[src/rtl/tap_delay_line_pkg.sv]
// Shared widths and defaults for the tap_delay_line slice.
package tap_delay_line_pkg;

    localparam int DEFAULT_WIDTH = 1;
    localparam int DEFAULT_DEPTH = 35;

    // Bits needed to count 0..depth valid stages.
    function automatic int cnt_w(input int depth);
        return $clog2(depth + 1);
    endfunction

    // Bits needed to address a stage; never narrower than one bit.
    function automatic int sel_w(input int depth);
        int w;
        w = $clog2(depth);
        return (w < 1) ? 1 : w;
    endfunction

endpackage

[src/rtl/tap_delay_stage.sv]
// One delay-line stage: a data register plus its valid flag.
// Reset clears both, flush clears only the valid, enable shifts both in.
module tap_delay_stage
    import tap_delay_line_pkg::*;
#(
    parameter int WIDTH = DEFAULT_WIDTH
) (
    input  logic             clk,
    input  logic             i_reset,
    input  logic             i_flush,
    input  logic             i_ena,
    input  logic [WIDTH-1:0] i_data,
    input  logic             i_valid,
    output logic [WIDTH-1:0] o_data,
    output logic             o_valid
);

    logic [WIDTH-1:0] r_data;
    logic             r_valid;

    // Stage register: reset > flush > enable; flush leaves data in place.
    always_ff @(posedge clk) begin
        if (i_reset) begin
            r_data  <= '0;
            r_valid <= 1'b0;
        end else if (i_flush) begin
            r_valid <= 1'b0;
        end else if (i_ena) begin
            r_data  <= i_data;
            r_valid <= i_valid;
        end
    end

    assign o_data  = r_data;
    assign o_valid = r_valid;

endmodule

[src/rtl/tap_delay_line.sv]
// WIDTH-bit, DEPTH-stage delay line with per-stage valid, clock-enable
// advance, synchronous flush, run-time tap selector and occupancy flags.
// Optional build macro TAP_DELAY_LINE_FLAT_OUT_EN adds flat views of all
// stage data (taps_flat) and valids (valids_flat).
module tap_delay_line
    import tap_delay_line_pkg::*;
#(
    parameter  int WIDTH = DEFAULT_WIDTH,
    parameter  int DEPTH = DEFAULT_DEPTH,
    localparam int CW    = cnt_w(DEPTH),
    localparam int SW    = sel_w(DEPTH)
) (
    input  logic             clk,
    input  logic             reset,
    input  logic             clk_ena,
    input  logic [WIDTH-1:0] in_stream,
    input  logic             in_valid,
    input  logic             flush,
    input  logic [SW-1:0]    tap_sel,
    output logic [WIDTH-1:0] tap_data,
    output logic             tap_valid,
    output logic [WIDTH-1:0] out_data,
    output logic             out_valid,
    output logic [CW-1:0]    fill_count,
    output logic             full,
    output logic             empty
`ifdef TAP_DELAY_LINE_FLAT_OUT_EN
    ,
    output logic [WIDTH*DEPTH-1:0] taps_flat,
    output logic [DEPTH-1:0]       valids_flat
`endif
);

    logic [WIDTH-1:0] w_data [DEPTH];
    logic [DEPTH-1:0] w_valid;
    logic [CW-1:0]    r_fill_count;

    // Stage 0 takes the input sample; every later stage takes its predecessor.
    genvar gi;
    generate
        for (gi = 0; gi < DEPTH; gi++) begin : g_stage
            logic [WIDTH-1:0] w_d_in;
            logic             w_v_in;
            if (gi == 0) begin : g_head
                assign w_d_in = in_stream;
                assign w_v_in = in_valid;
            end else begin : g_body
                assign w_d_in = w_data[gi-1];
                assign w_v_in = w_valid[gi-1];
            end
            tap_delay_stage #(.WIDTH(WIDTH)) u_stage (
                .clk     (clk),
                .i_reset (reset),
                .i_flush (flush),
                .i_ena   (clk_ena),
                .i_data  (w_d_in),
                .i_valid (w_v_in),
                .o_data  (w_data[gi]),
                .o_valid (w_valid[gi])
            );
        end
    endgenerate

    // Occupancy: one valid enters at the head while one may leave at the tail,
    // so the count stays exactly equal to the number of set stage valids.
    always_ff @(posedge clk) begin
        if (reset || flush) begin
            r_fill_count <= '0;
        end else if (clk_ena) begin
            r_fill_count <= r_fill_count + CW'(in_valid) - CW'(w_valid[DEPTH-1]);
        end
    end

    // Tap mux: out-of-range selections (non power-of-2 DEPTH) read as zero.
    always_comb begin
        tap_data  = '0;
        tap_valid = 1'b0;
        for (int i = 0; i < DEPTH; i++) begin
            if (tap_sel == SW'(i)) begin
                tap_data  = w_data[i];
                tap_valid = w_valid[i];
            end
        end
    end

    assign out_data   = w_data[DEPTH-1];
    assign out_valid  = w_valid[DEPTH-1];
    assign fill_count = r_fill_count;
    assign full       = (r_fill_count == CW'(DEPTH));
    assign empty      = (r_fill_count == '0);

`ifdef TAP_DELAY_LINE_FLAT_OUT_EN
    generate
        for (gi = 0; gi < DEPTH; gi++) begin : g_flat
            assign taps_flat[gi*WIDTH +: WIDTH] = w_data[gi];
        end
    endgenerate
    assign valids_flat = w_valid;
`endif

endmodule

[config.mk]
export PLATFORM = sky130hd
export DESIGN_NAME = tap_delay_line
export DESIGN_NICKNAME = d
export VERILOG_FILES = /design/src/rtl/tap_delay_line_pkg.sv /design/src/rtl/tap_delay_stage.sv /design/src/rtl/tap_delay_line.sv
export SDC_FILE = /design/constraint.sdc
export NUM_CORES = 1
export LEC_CHECK = 0
export CAP_MARGIN = 30
export CORE_ASPECT_RATIO = 0.9
export CORE_MARGIN = 2
export CORE_UTILIZATION = 55
export CTS_BUF_LIST = sky130_fd_sc_hd__clkbuf_16
export CTS_CLUSTER_DIAMETER = 40
export DETAILED_ROUTE_END_ITERATION = 7
export PLACE_DENSITY = 0.76
export SYNTH_ARGS = -nofsm -noshare
export SYNTH_HDL_FRONTEND = slang
export SYNTH_SLANG_ARGS = --single-unit
[constraint.sdc]
create_clock -name clk -period 4.3 [get_ports clk]
set_input_delay 1.29 -clock clk [delete_from_list [all_inputs] [get_ports clk]]
set_output_delay 1.29 -clock clk [all_outputs]
set_load 0.01 [all_outputs]
# Yosys cells after proc, flatten, opt, wreduce, memory -nomap -nowiden
# Index checks and enable logic that the tools add are counted.
# op_classes
add_sub_neg	2
eq_ne	35
n_mux	70
n_bitwise	1
n_reduce_logical	5
# ops
op	n
$eq 6x5->1 const B	16
$mux 1	70
$eq 6x4->1 const B	8
$eq 6x3->1 const B	4
$eq 6x6->1 const B	4
$eq 6x2->1 const B	2
$logic_not 6->1	2
$add 6x1->6	1
$eq 6x1->1 const B	1
$sub 6x1->6	1
$reduce_and 2->1	1
$reduce_or 2->1	1
$logic_or 1x1->1	1
$not 1->1	1
# word_totals
register_bits	76
inputBits	12
out_inout_bits	12

# Logic depth before layout (Yosys ltp)
# Gate-level depths: netlist of run 1.
# logic_depth
depth_word	36
mapped_depth	12

# Cells and area by module
# A second synthesis of run 1 with hierarchy kept.
# unflattened
cells_unflattened	453
hier_area_um2	4326.6
# by_module_without_submodules
mod	n_inst	cells_per_inst	area_per_inst_um2	seq_area_each_um2
tap_delay_stage	35	8	83.8	40.0
tap_delay_line	1	173	1392.6	120.1

# Worst setup path before layout of run 1
# OpenSTA, ideal clock, no wires.
# synth_timing
kind	input to output
from	input tap_sel[0]
to	output tap_valid
arrival_ns	2.638
slack_ns	0.372
stages	8
n_path_buf	2
cell_sequence	buf_6 -> buf_6 -> nand2_1 -> o22ai_2 -> a2111oi_2 -> nand2_1 -> a311o_1 -> a32oi_1
# synth_between
elab_chain_len	36
word_cells_on_any_way	70
cone_classes	eq/ne (34); mux (35); reduce/logical (1)
# synth_rtl
element	line_no	text
start, declared	tap_delay_line.sv:19	input logic [SW-1:0] tap_sel,
$logic_not 6->1	tap_delay_line.sv:79	if (tap_sel == SW'(i)) begin
$mux 1 (34 in series)	tap_delay_line.sv:79	
$mux 1 (*)	tap_delay_line.sv:79	
end, declared	tap_delay_line.sv:21	output logic tap_valid,
# Mark *: on every way between the ends. The rest lies on a longest branch, timed or not.

# Worst setup path in the final report of run 1
# layout_timing
from	input tap_sel[2]
to	output tap_valid
# Same word-level chain as after synthesis.

==> results.sh, run 1 <==
export IMPL_via_per_inst=5.57
export IMPL_antenna_cells_inserted=0
export IMPL_ys_ff_latch=76
export IMPL_detail_route_antenna_nets=0
export IMPL_place_ws_ns=-0.683
export IMPL_netlist_instances=453
export IMPL_numCtsBuffers=9
export IMPL_reg2reg_depth=12
export IMPL_power_density_mw_per_mm2=340
export IMPL_critPathRequiredTime_ns=3.01
export IMPL_post_dp_hpwl_um=6010
export IMPL_start_util_pct=57.6
export IMPL_rows=28
export IMPL_p_seq_share_pct=43.5
export IMPL_synth_top_area_share_pct=39.5
export IMPL_synthDistinctLibCells=55
export IMPL_critPathLaunchType="input port"
export IMPL_cts_root_buffer="clkbuf_16"
export IMPL_wl_per_cell_um=14.7
export IMPL_die_w_um=92.2
export IMPL_final_setup_skew_ns=0.00573
export IMPL_post_route_min_period_ns=4.25
export IMPL_cts_tree="built"
export IMPL_drt_total_wl_um=8920
export IMPL_rsz0062_at_grt="true"
export IMPL_end_kind="output port"
export IMPL_fp_coreArea_mm2=0.00669
export IMPL_hold_viol_final=0
export IMPL_fmax_ghz=0.235
export IMPL_pin_count=24
export IMPL_leakage_nw=1.86
export IMPL_drc=0
export IMPL_maxSlewHeadroom_pct=51.1
export IMPL_p_switching_mw=0.392
export IMPL_syn_num_nets=475
export IMPL_cell_internal_pwr_mw=1.24
export IMPL_min_delay_path_depth=2
export IMPL_dp_cells=582
export IMPL_gp_congestion=0.901
export IMPL_grt_ovfl_total=0
export IMPL_dieHeight_um=83.4
export IMPL_clockBufferDepth=2
export IMPL_whs_ns=0.467
export IMPL_syn_avg_cell_area_um2=8.51
export IMPL_grt_max_degree=42
export IMPL_grt_pass1_wl_um=14900
export IMPL_hold_path_class="register to register"
export IMPL_p_clk_share_pct=45.6
export IMPL_first_iter_violations=189
export IMPL_clk_pin_slew_worst_paths_ns=0.06
export IMPL_outcome="finished clean"
export IMPL_netSwitchingFraction_pct=24.0
export IMPL_power_mw=1.63
export IMPL_drive_gt1_share_pct=20.9
export IMPL_drv_cap=0
export IMPL_final_setup_worst_slack_ns=0.0472
export IMPL_seq_area_frac_synth_pct=39.5
export IMPL_yosysTopAreaCell="dfxtp_1"
export IMPL_yosysWarnings=0
export IMPL_drtPass1Iterations=4
export IMPL_grt_usage_pct=23.9
export IMPL_area_delta_synth_final_pct=24.7
export IMPL_io_buffers=23
export IMPL_final_cells=606
export IMPL_worstSetupPathType="input port to output port"
export IMPL_finalSetupViolCount=0
export IMPL_antenna_found_initial=0
export IMPL_synth_area_leaders="dfxtp_1 (39%), mux2i_1 (11%), nand2_1 (8.6%)"
export IMPL_dieArea_mm2=0.00769
export IMPL_arrival_ns=2.96
export IMPL_h_tree_depth=3
export IMPL_vias=3374
export IMPL_tightest_slew_ns=0.733
export IMPL_ir_worst_vdd_mv=0.297
export IMPL_path_max_fanout=4
export IMPL_grt_pass1_vias=3152
export IMPL_synthFlopType="dfxtp_1"
export IMPL_combPwrFrac_pct=10.9
export IMPL_synth_edff_count=0
export IMPL_synth_most_common_cell="nand2_1"
export IMPL_final_nets=533
export IMPL_netlist_area_mm2=0.00385
export IMPL_ys_top_cells_by_count="nand2_1 (88), dfxtp_1 (76), nor2_1 (51), a21oi_1 (46), mux2i_1 (44)"
export IMPL_postCtsHoldBufs=0
export IMPL_numClockSinks=76
export IMPL_clock_latency_ns=0.34
export IMPL_timing_final_crit_share_pct=98.9
export IMPL_finalMaxSlewViolations=0
export IMPL_synthArstFlopShare_pct=0
[state kept, by name (all words and copies together) (netlist names)]
name,cells
fill_count,6
g_stage.u_stage.o_data,35
g_stage.u_stage.o_valid,35
[what timing repair did]
| action | 4_1_cts | 5_1_grt |
|---|---|---|
| cloned | 2 | 0 |
| pin swaps | 9 | 9 |
| endpoints found under the setup margin | 2 | 2 |
| hold endpoints to repair | 0 | 0 |
| resized for setup | 37 | 12 |
| buffers inserted | 5 | 2 |
[critical path: stages]
cell and delay, ns:
dlygate4sd2_1 0.26, buf_4 0.15, buf_4 0.14, nor4b_1 0.34, o21ai_0 0.15, a21oi_1 0.17
o21ai_1 0.09, a32oi_1 0.20, buf_2 0.17
[power groups by stage]
stage / Sequential [mW] / Combinational [mW] / Clock [mW]
after CTS: 0.711 / 0.172 / 0.756
after floorplan: 0.727 / 0.101 / 0
after detailed placement: 0.727 / 0.164 / 0
after global placement: 0.726 / 0.162 / 0
final: 0.711 / 0.177 / 0.745
after global routing: 0.711 / 0.192 / 0.789
[layout make-up]
cell class                      count  area (µm²)
Timing Repair Buffer               80         652
Sequential cell                    76        1520
Clock buffer                        9         225
Clock inverter                      7        75.1
Tap cell                           90         113
Inverter                           13        48.8
Fill cell                         511        1890
Multi-Input combinational cell    331        2170
[metal layers]
metal / routed length, µm / track usage, % / vias up
li1: - / - / 1689
met1: 4030 / 30.9 / 1583
met2: 4350 / 39.2 / 85
met3: 398 / 6.62 / 17
met4: 140 / 6.78 / 0
met5: 0 / 0 / -
[layout by cell type, fill, tap and decap left out, types with 6 or more instances in the layout]
master           count
buf_6                7
clkdlybuf4s50_1     14
nand3_1              6
buf_4               50
a21oi_1             46
inv_1               12
mux2i_1             44
clkbuf_16            9
dfxtp_1             76
nand2_1             85
nor2_1              50
o21ai_0              7
ha_1                 9
[stage by stage]
step	TNS, ns	instance area [µm²]	utilization (%)
floorplan	0	3850	-
global placement	-1.32	4390	65.7
detailed placement	-1.36	4390	65.7
CTS	0	4770	71.3
global route	-0.0348	4810	71.8
finish	0	4810	71.8
[kinds of logic after synthesis]
| kind of cell | after synthesis | synth area share (%) |
|---|---|---|
| adder cells (fa/ha/maj) | 10 | 3.44 |
| AO/OA/AOI/OAI | 88 | 14.5 |
| multiplexers | 55 | 16.5 |
| flip-flops | 76 | 39.5 |
| AND/OR/NAND/NOR | 174 | 19.5 |
| buffers and inverters | 46 | 5.65 |
| XOR/XNOR | 4 | 0.909 |
[path summary, 6_finish.rpt]
path | start | end | slack (ns)
worst max-delay path | tap_sel[2] | tap_valid | 0.05
worst min-delay path | g_stage[27].u_stage.o_data | g_stage[28].u_stage.o_data | 0.47
worst max register to register | fill_count[0] | fill_count[4] | 2.24
worst min register to register | g_stage[27].u_stage.o_data | g_stage[28].u_stage.o_data | 0.47
(Power assumes the default switching activity.)
==> run 2, diff against run 1 <==
Settings changed: ABC_CLOCK_PERIOD_IN_PS set to 4300, CTS_CLUSTER_SIZE set to 16.
==> results of run 2 <==
Same layout as run 1: the final DEF is identical, and so are final timing and power.
